## src/rtl/vga_timing_if.sv

```systemverilog
// vga_timing_if: raster outputs of vga_timing.
// The master drives them and the colour layer stages consume them.
interface vga_timing_if;
    logic [9:0] hcount;
    logic [9:0] vcount;
    logic       enable;
    logic       hsync;
    logic       vsync;
    logic       pixel_tick;
    logic       frame_start;

    modport master (
        output hcount, vcount, enable, hsync, vsync, pixel_tick, frame_start
    );

    modport slave (
        input hcount, vcount, enable, hsync, vsync, pixel_tick, frame_start
    );
endinterface

```

## src/rtl/vga_timing.sv

```systemverilog
// vga_timing: 640x480@60 raster counters with registered, zero-skew decodes.
// Optional macro VGA_SYNC_ALIGN_EN delays hsync/vsync by one pixel to match registered colour layers.
module vga_timing #(
    parameter int H_VISIBLE = 640,
    parameter int H_FRONT   = 16,
    parameter int H_SYNC    = 96,
    parameter int H_BACK    = 48,
    parameter int V_VISIBLE = 480,
    parameter int V_FRONT   = 10,
    parameter int V_SYNC    = 2,
    parameter int V_BACK    = 33,
    parameter int CLK_DIV   = 1
) (
    input  logic         clock,
    input  logic         reset,
    vga_timing_if.master vga
);
    localparam int H_TOTAL = H_VISIBLE + H_FRONT + H_SYNC + H_BACK;
    localparam int V_TOTAL = V_VISIBLE + V_FRONT + V_SYNC + V_BACK;

    localparam logic [9:0]  H_LAST   = 10'(H_TOTAL - 1);
    localparam logic [9:0]  V_LAST   = 10'(V_TOTAL - 1);
    localparam logic [10:0] H_VIS    = 11'(H_VISIBLE);
    localparam logic [10:0] V_VIS    = 11'(V_VISIBLE);
    localparam logic [10:0] HS_START = 11'(H_VISIBLE + H_FRONT);
    localparam logic [10:0] HS_END   = 11'(H_VISIBLE + H_FRONT + H_SYNC);
    localparam logic [10:0] VS_START = 11'(V_VISIBLE + V_FRONT);
    localparam logic [10:0] VS_END   = 11'(V_VISIBLE + V_FRONT + V_SYNC);
    localparam logic [3:0]  DIV_LAST = 4'(CLK_DIV - 1);

    if (H_TOTAL > 1024) begin : g_h_total_check
        $error("vga_timing: H_TOTAL %0d exceeds 1024", H_TOTAL);
    end
    if (V_TOTAL > 1024) begin : g_v_total_check
        $error("vga_timing: V_TOTAL %0d exceeds 1024", V_TOTAL);
    end
    if (CLK_DIV < 1 || CLK_DIV > 16) begin : g_div_check
        $error("vga_timing: CLK_DIV %0d outside 1..16", CLK_DIV);
    end

    // Decodes are widened by one bit so a range ending at 1024 still compares correctly.
    function automatic logic enable_of(input logic [9:0] h, input logic [9:0] v);
        return ({1'b0, h} < H_VIS) && ({1'b0, v} < V_VIS);
    endfunction

    function automatic logic hsync_of(input logic [9:0] h);
        return !(({1'b0, h} >= HS_START) && ({1'b0, h} < HS_END));
    endfunction

    function automatic logic vsync_of(input logic [9:0] v);
        return !(({1'b0, v} >= VS_START) && ({1'b0, v} < VS_END));
    endfunction

    logic [3:0] div_r;
    logic       tick_s;
    logic [9:0] hcount_r;
    logic [9:0] vcount_r;
    logic [9:0] hcount_next_s;
    logic [9:0] vcount_next_s;
    logic       enable_r;
    logic       hsync_r;
    logic       vsync_r;
    logic       pixel_tick_r;
    logic       frame_start_r;

    // Next raster position: advance on tick, wrap line then frame.
    always_comb begin
        tick_s        = (div_r == DIV_LAST);
        hcount_next_s = hcount_r;
        vcount_next_s = vcount_r;
        if (tick_s) begin
            if (hcount_r == H_LAST) begin
                hcount_next_s = 10'd0;
                if (vcount_r == V_LAST) begin
                    vcount_next_s = 10'd0;
                end else begin
                    vcount_next_s = vcount_r + 10'd1;
                end
            end else begin
                hcount_next_s = hcount_r + 10'd1;
            end
        end else begin
            hcount_next_s = hcount_r;
            vcount_next_s = vcount_r;
        end
    end

    // Counters and decodes share one register stage so they never skew.
    always_ff @(posedge clock) begin
        if (reset) begin
            div_r         <= 4'd0;
            hcount_r      <= H_LAST;
            vcount_r      <= V_LAST;
            enable_r      <= 1'b0;
            hsync_r       <= 1'b1;
            vsync_r       <= 1'b1;
            pixel_tick_r  <= 1'b0;
            frame_start_r <= 1'b0;
        end else begin
            div_r         <= tick_s ? 4'd0 : div_r + 4'd1;
            hcount_r      <= hcount_next_s;
            vcount_r      <= vcount_next_s;
            enable_r      <= enable_of(hcount_next_s, vcount_next_s);
            hsync_r       <= hsync_of(hcount_next_s);
            vsync_r       <= vsync_of(vcount_next_s);
            pixel_tick_r  <= tick_s;
            frame_start_r <= tick_s && (hcount_next_s == 10'd0) && (vcount_next_s == 10'd0);
        end
    end

`ifdef VGA_SYNC_ALIGN_EN
    logic hsync_d_r;
    logic vsync_d_r;

    // Sync lags the counters by one pixel; the stage only moves on tick.
    always_ff @(posedge clock) begin
        if (reset) begin
            hsync_d_r <= 1'b1;
            vsync_d_r <= 1'b1;
        end else if (tick_s) begin
            hsync_d_r <= hsync_r;
            vsync_d_r <= vsync_r;
        end else begin
            hsync_d_r <= hsync_d_r;
            vsync_d_r <= vsync_d_r;
        end
    end

    assign vga.hsync = hsync_d_r;
    assign vga.vsync = vsync_d_r;
`else
    assign vga.hsync = hsync_r;
    assign vga.vsync = vsync_r;
`endif

    assign vga.hcount      = hcount_r;
    assign vga.vcount      = vcount_r;
    assign vga.enable      = enable_r;
    assign vga.pixel_tick  = pixel_tick_r;
    assign vga.frame_start = frame_start_r;
endmodule

```

## src/flat_wrapper.sv

```systemverilog
// flat-port wrapper written by rule: the top's interface ports become plain ports
module vga_timing_flat 
#(
    parameter int H_VISIBLE = 640,
    parameter int H_FRONT   = 16,
    parameter int H_SYNC    = 96,
    parameter int H_BACK    = 48,
    parameter int V_VISIBLE = 480,
    parameter int V_FRONT   = 10,
    parameter int V_SYNC    = 2,
    parameter int V_BACK    = 33,
    parameter int CLK_DIV   = 1
)
  (clock, reset, vga_hcount, vga_vcount, vga_enable, vga_hsync, vga_vsync, vga_pixel_tick, vga_frame_start);
  vga_timing_if vga_i ();
  input  logic clock;
  input  logic reset;
  output wire logic [$bits(vga_i.hcount)-1:0] vga_hcount;
  output wire logic [$bits(vga_i.vcount)-1:0] vga_vcount;
  output wire logic [$bits(vga_i.enable)-1:0] vga_enable;
  output wire logic [$bits(vga_i.hsync)-1:0] vga_hsync;
  output wire logic [$bits(vga_i.vsync)-1:0] vga_vsync;
  output wire logic [$bits(vga_i.pixel_tick)-1:0] vga_pixel_tick;
  output wire logic [$bits(vga_i.frame_start)-1:0] vga_frame_start;
  assign vga_hcount = vga_i.hcount;
  assign vga_vcount = vga_i.vcount;
  assign vga_enable = vga_i.enable;
  assign vga_hsync = vga_i.hsync;
  assign vga_vsync = vga_i.vsync;
  assign vga_pixel_tick = vga_i.pixel_tick;
  assign vga_frame_start = vga_i.frame_start;
  vga_timing #(.H_VISIBLE(H_VISIBLE), .H_FRONT(H_FRONT), .H_SYNC(H_SYNC), .H_BACK(H_BACK), .V_VISIBLE(V_VISIBLE), .V_FRONT(V_FRONT), .V_SYNC(V_SYNC), .V_BACK(V_BACK), .CLK_DIV(CLK_DIV)) u_core (.clock(clock), .reset(reset), .vga(vga_i));
endmodule
```

## config.mk

```make
export PLATFORM = sky130hd
export DESIGN_NAME = vga_timing_flat
export DESIGN_NICKNAME = d
export VERILOG_FILES = /design/src/rtl/vga_timing_if.sv /design/src/rtl/vga_timing.sv /design/src/flat_wrapper.sv
export SDC_FILE = /design/constraint.sdc
export NUM_CORES = 1
export LEC_CHECK = 0
export CAP_MARGIN = 20
export CORE_ASPECT_RATIO = 0.9
export CORE_MARGIN = 3
export CORE_UTILIZATION = 35
export CTS_CLUSTER_SIZE = 28
export DETAILED_ROUTE_END_ITERATION = 16
export HOLD_SLACK_MARGIN = 0.08
export PLACE_DENSITY = 0.66
export SETUP_SLACK_MARGIN = 0.15
export SKIP_CTS_REPAIR_TIMING = 1
export SYNTH_ARGS = -nofsm -noshare
export SYNTH_HDL_FRONTEND = slang
export SYNTH_SLANG_ARGS = --single-unit
```

## constraint.sdc

```tcl
create_clock -name clock -period 3.1 [get_ports clock]
set_input_delay 0.62 -clock clock [delete_from_list [all_inputs] [get_ports clock]]
set_output_delay 0.62 -clock clock [all_outputs]
set_load 0.02 [all_outputs]
```

==> flow_metrics.env <==
export IMPL_status="finished, final reports clean"
export IMPL_yosysWarnings=0
export IMPL_grt_max_degree=26
export IMPL_power_w=0.00174
export IMPL_gr_usage_all_layers_pct=14.5
export IMPL_rsz0062_at_grt="false"
export IMPL_finalSetupViolCount=0
export IMPL_cp_arrival_ns=2.79
export IMPL_clock_sinks=29
export IMPL_fin_hold_ws_ns=0.479
export IMPL_clock_fmax_mhz=378
export IMPL_route_detailed_drc=0
export IMPL_antenna_cells=0
export IMPL_gp_congestion=0.912
export IMPL_synth_nets=190
export IMPL_drive_above_1_share_pct=11.3
export IMPL_synth_distinct_cells=54
export IMPL_setup_tns_ns=0
export IMPL_ys_seq_area_share_pct=36.3
export IMPL_via_per_inst=5.37
export IMPL_grt_pass1_vias=1318
export IMPL_die_w_um=77.2
export IMPL_globalRouteOverflowTotal=0
export IMPL_slowest_stage="or4_4"
export IMPL_critical_path_top_delay_family="simple AND/OR/NAND/NOR gates"
export IMPL_cap_violations=0
export IMPL_totalWireLength_mm=3.68
export IMPL_dp_hpwl_mm=2.68
export IMPL_layout_common_cells="dfxtp_1, clkdlybuf4s50_1, nor2_1, nand3_1, a21oi_1"
export IMPL_min_period_ns=2.65
export IMPL_powerDensity_nw_per_um2=869
export IMPL_first_pass_iters=4
export IMPL_reg2reg_from="u_core.vga.vcount[5]"
export IMPL_clk_pin_slew_ns=0.06
export IMPL_synth_cells=183
export IMPL_detail_route_wl_per_cell_um=13.5
export IMPL_drtIter0Drc=176
export IMPL_start_util_pct=37.7
export IMPL_antenna_found_initial=0
export IMPL_worstMarginPinSlew_ns=0.485
export IMPL_timing_rr_end="u_core.vga.vsync"
export IMPL_avgSynthCellArea_um2=8.73
export IMPL_required_ns=3.25
export IMPL_core_um2=4240
export IMPL_hold_depth=1
export IMPL_cts_buffers=5
export IMPL_netlist_area_um2=1600
export IMPL_hp_start="u_core.div_r[0]"
export IMPL_cp_cell_sequence="or4_4 > nor4_4 > o211ai_2 > a211o_1 > a31o_1 > or4b_1"
export IMPL_critPathKind="reg -> reg"
export IMPL_min_to="u_core.div_r[0]"
export IMPL_critPathBufInv=0
export IMPL_worst_path_largest_cell_delay_ns=0.57
export IMPL_pin_count=27
export IMPL_timing_reg2reg_setup_slack_ns=0.45
export IMPL_slew_viol_final=0
export IMPL_synthArstFlopShare_pct=0
export IMPL_clk_insertion_delay_late_ns=0.28
export IMPL_maxSlewHeadroom_pct=66.8
export IMPL_vias=1460
export IMPL_cp_max_fo=7
export IMPL_syn_to_final_growth_pct=25.0
export IMPL_synth_edff_count=0
export IMPL_synth_seq_cells=29
export IMPL_final_nets=219
export IMPL_startpoint_type="flop"
export IMPL_min_path_type="reg -> reg"
export IMPL_period_share_pct=85.4
export IMPL_cts_tree="built"
export IMPL_final_antenna_net_count=0
export IMPL_ys_flop_type="dfxtp_1"
export IMPL_die_area_um2=5410
export IMPL_power_leakage_nw=0.712
export IMPL_root_buffer="clkbuf_8"
export IMPL_clockBufferDepth=2
export IMPL_rows=22
export IMPL_final_common_cell="dfxtp_1"
export IMPL_worstSetupEndpointType="flop"
export IMPL_die_h_um=70.1
export IMPL_finalHoldViolCount=0
export IMPL_h_tree_depth=2
export IMPL_vdd_drop_max_mv=0.435
export IMPL_ff2ff_path_depth=6
export IMPL_finalClockSkew_ns=0.00616
export IMPL_io_buffers=26
export IMPL_grt_pass1_wl_mm=6.43
export IMPL_fillCellCount=434
routing by layer:
metal / part of all wire (%) / global-route usage, %
met5: 0 / 0
met3: 6.4 / 4.51
met1: 50 / 20.9
met2: 41 / 20.1
met4: 1.8 / 5.34
flip-flops by register name, summed over array words and instances (netlist names):
signal / count
u_core.vga.hcount: 10
u_core.vga.pixel_tick: 1
u_core.vga.vsync: 1
u_core.vga.enable: 1
u_core.div_r: 4
u_core.vga.vcount: 10
u_core.vga.frame_start: 1
u_core.vga.hsync: 1
cells in the mapped netlist, drive strengths merged, types with 2 or more instances:
library cell	number	area [um2]
dfxtp	29	581
nor2	21	81.3
nand3	11	55.1
a21oi	10	50.1
nand2	9	36.3
nor3	8	45.0
o21ai	8	40.0
nor4	7	80.1
nand4	6	37.5
xnor2	6	52.6
buf	5	48.8
clkbuf	5	18.8
ha	5	62.6
inv	5	18.8
or3	5	31.3
and4	3	26.3
nand2b	3	18.8
nor3b	3	27.5
or3b	3	26.3
a211o	2	17.5
mux2i	2	20.0
o21a	2	15.0
or2	2	12.5
or4	2	18.8
xor2	2	17.5
worst max-delay path by stage:
| stage | startpoint | endpoint | cells past startpoint |
|---|---|---|---|
| 5_1_grt | u_core.div_r[0] | u_core.vga.vsync | 8 |
| 4_1_cts | u_core.vga.vcount[5] | u_core.vga.vsync | 6 |
| 3_3_place_gp | u_core.vga.vcount[5] | u_core.vga.vsync | 6 |
| 6_report | u_core.vga.vcount[5] | u_core.vga.vsync | 6 |
| 3_5_place_dp | u_core.vga.vcount[5] | u_core.vga.vsync | 6 |
| 2_1_floorplan | u_core.vga.vcount[5] | u_core.vga.vsync | 6 |
cell type report:
class                           count  area, um2  area share, %
Clock buffer                        7       86.3           4.32
Inverter                            6       22.5           1.13
Multi-Input combinational cell    138        927           46.4
Sequential cell                    29        581           29.1
Tap cell                           60       75.1           3.76
Timing Repair Buffer               32        305           15.3
power breakdown:
part / internal (W) / switching [W] / total, W
registers: 0.000439 / 0.000107 / 0.000546
clock network: 0.000176 / 0.000136 / 0.000312
logic: 0.000380 / 0.000497 / 0.000877
stage by stage:
stage / instances / setup WS, ns / util (%) / instance area [um2]
2_1_floorplan: 183 / 0.559 / - / 1600
3_3_place_gp: 265 / 0.469 / 45.1 / 1910
3_5_place_dp: 265 / 0.464 / 45.1 / 1910
4_1_cts: 272 / 0.457 / 47.1 / 2000
5_1_grt: 272 / 0.298 / 47.1 / 2000
6_report: 272 / 0.452 / 47.1 / 2000
kinds of logic after synthesis:
logic type,after synthesis,share of synthesized area [%]
simple gates,90,34.7
compound gates,32,13.1
mux,3,1.96
fa+ha+maj,5,3.92
xor+xnor,8,4.39
flops,29,36.3
buf+inv,16,5.64
worst register-to-register path, cell delays in order, from the launching register on:
cell	delay [ns]
dfxtp_1	0.35
or4_4	0.57
nor4_4	0.43
o211ai_2	0.11
a211o_1	0.33
a31o_1	0.21
or4b_1	0.51
Power figures use the tool's default switching activity.
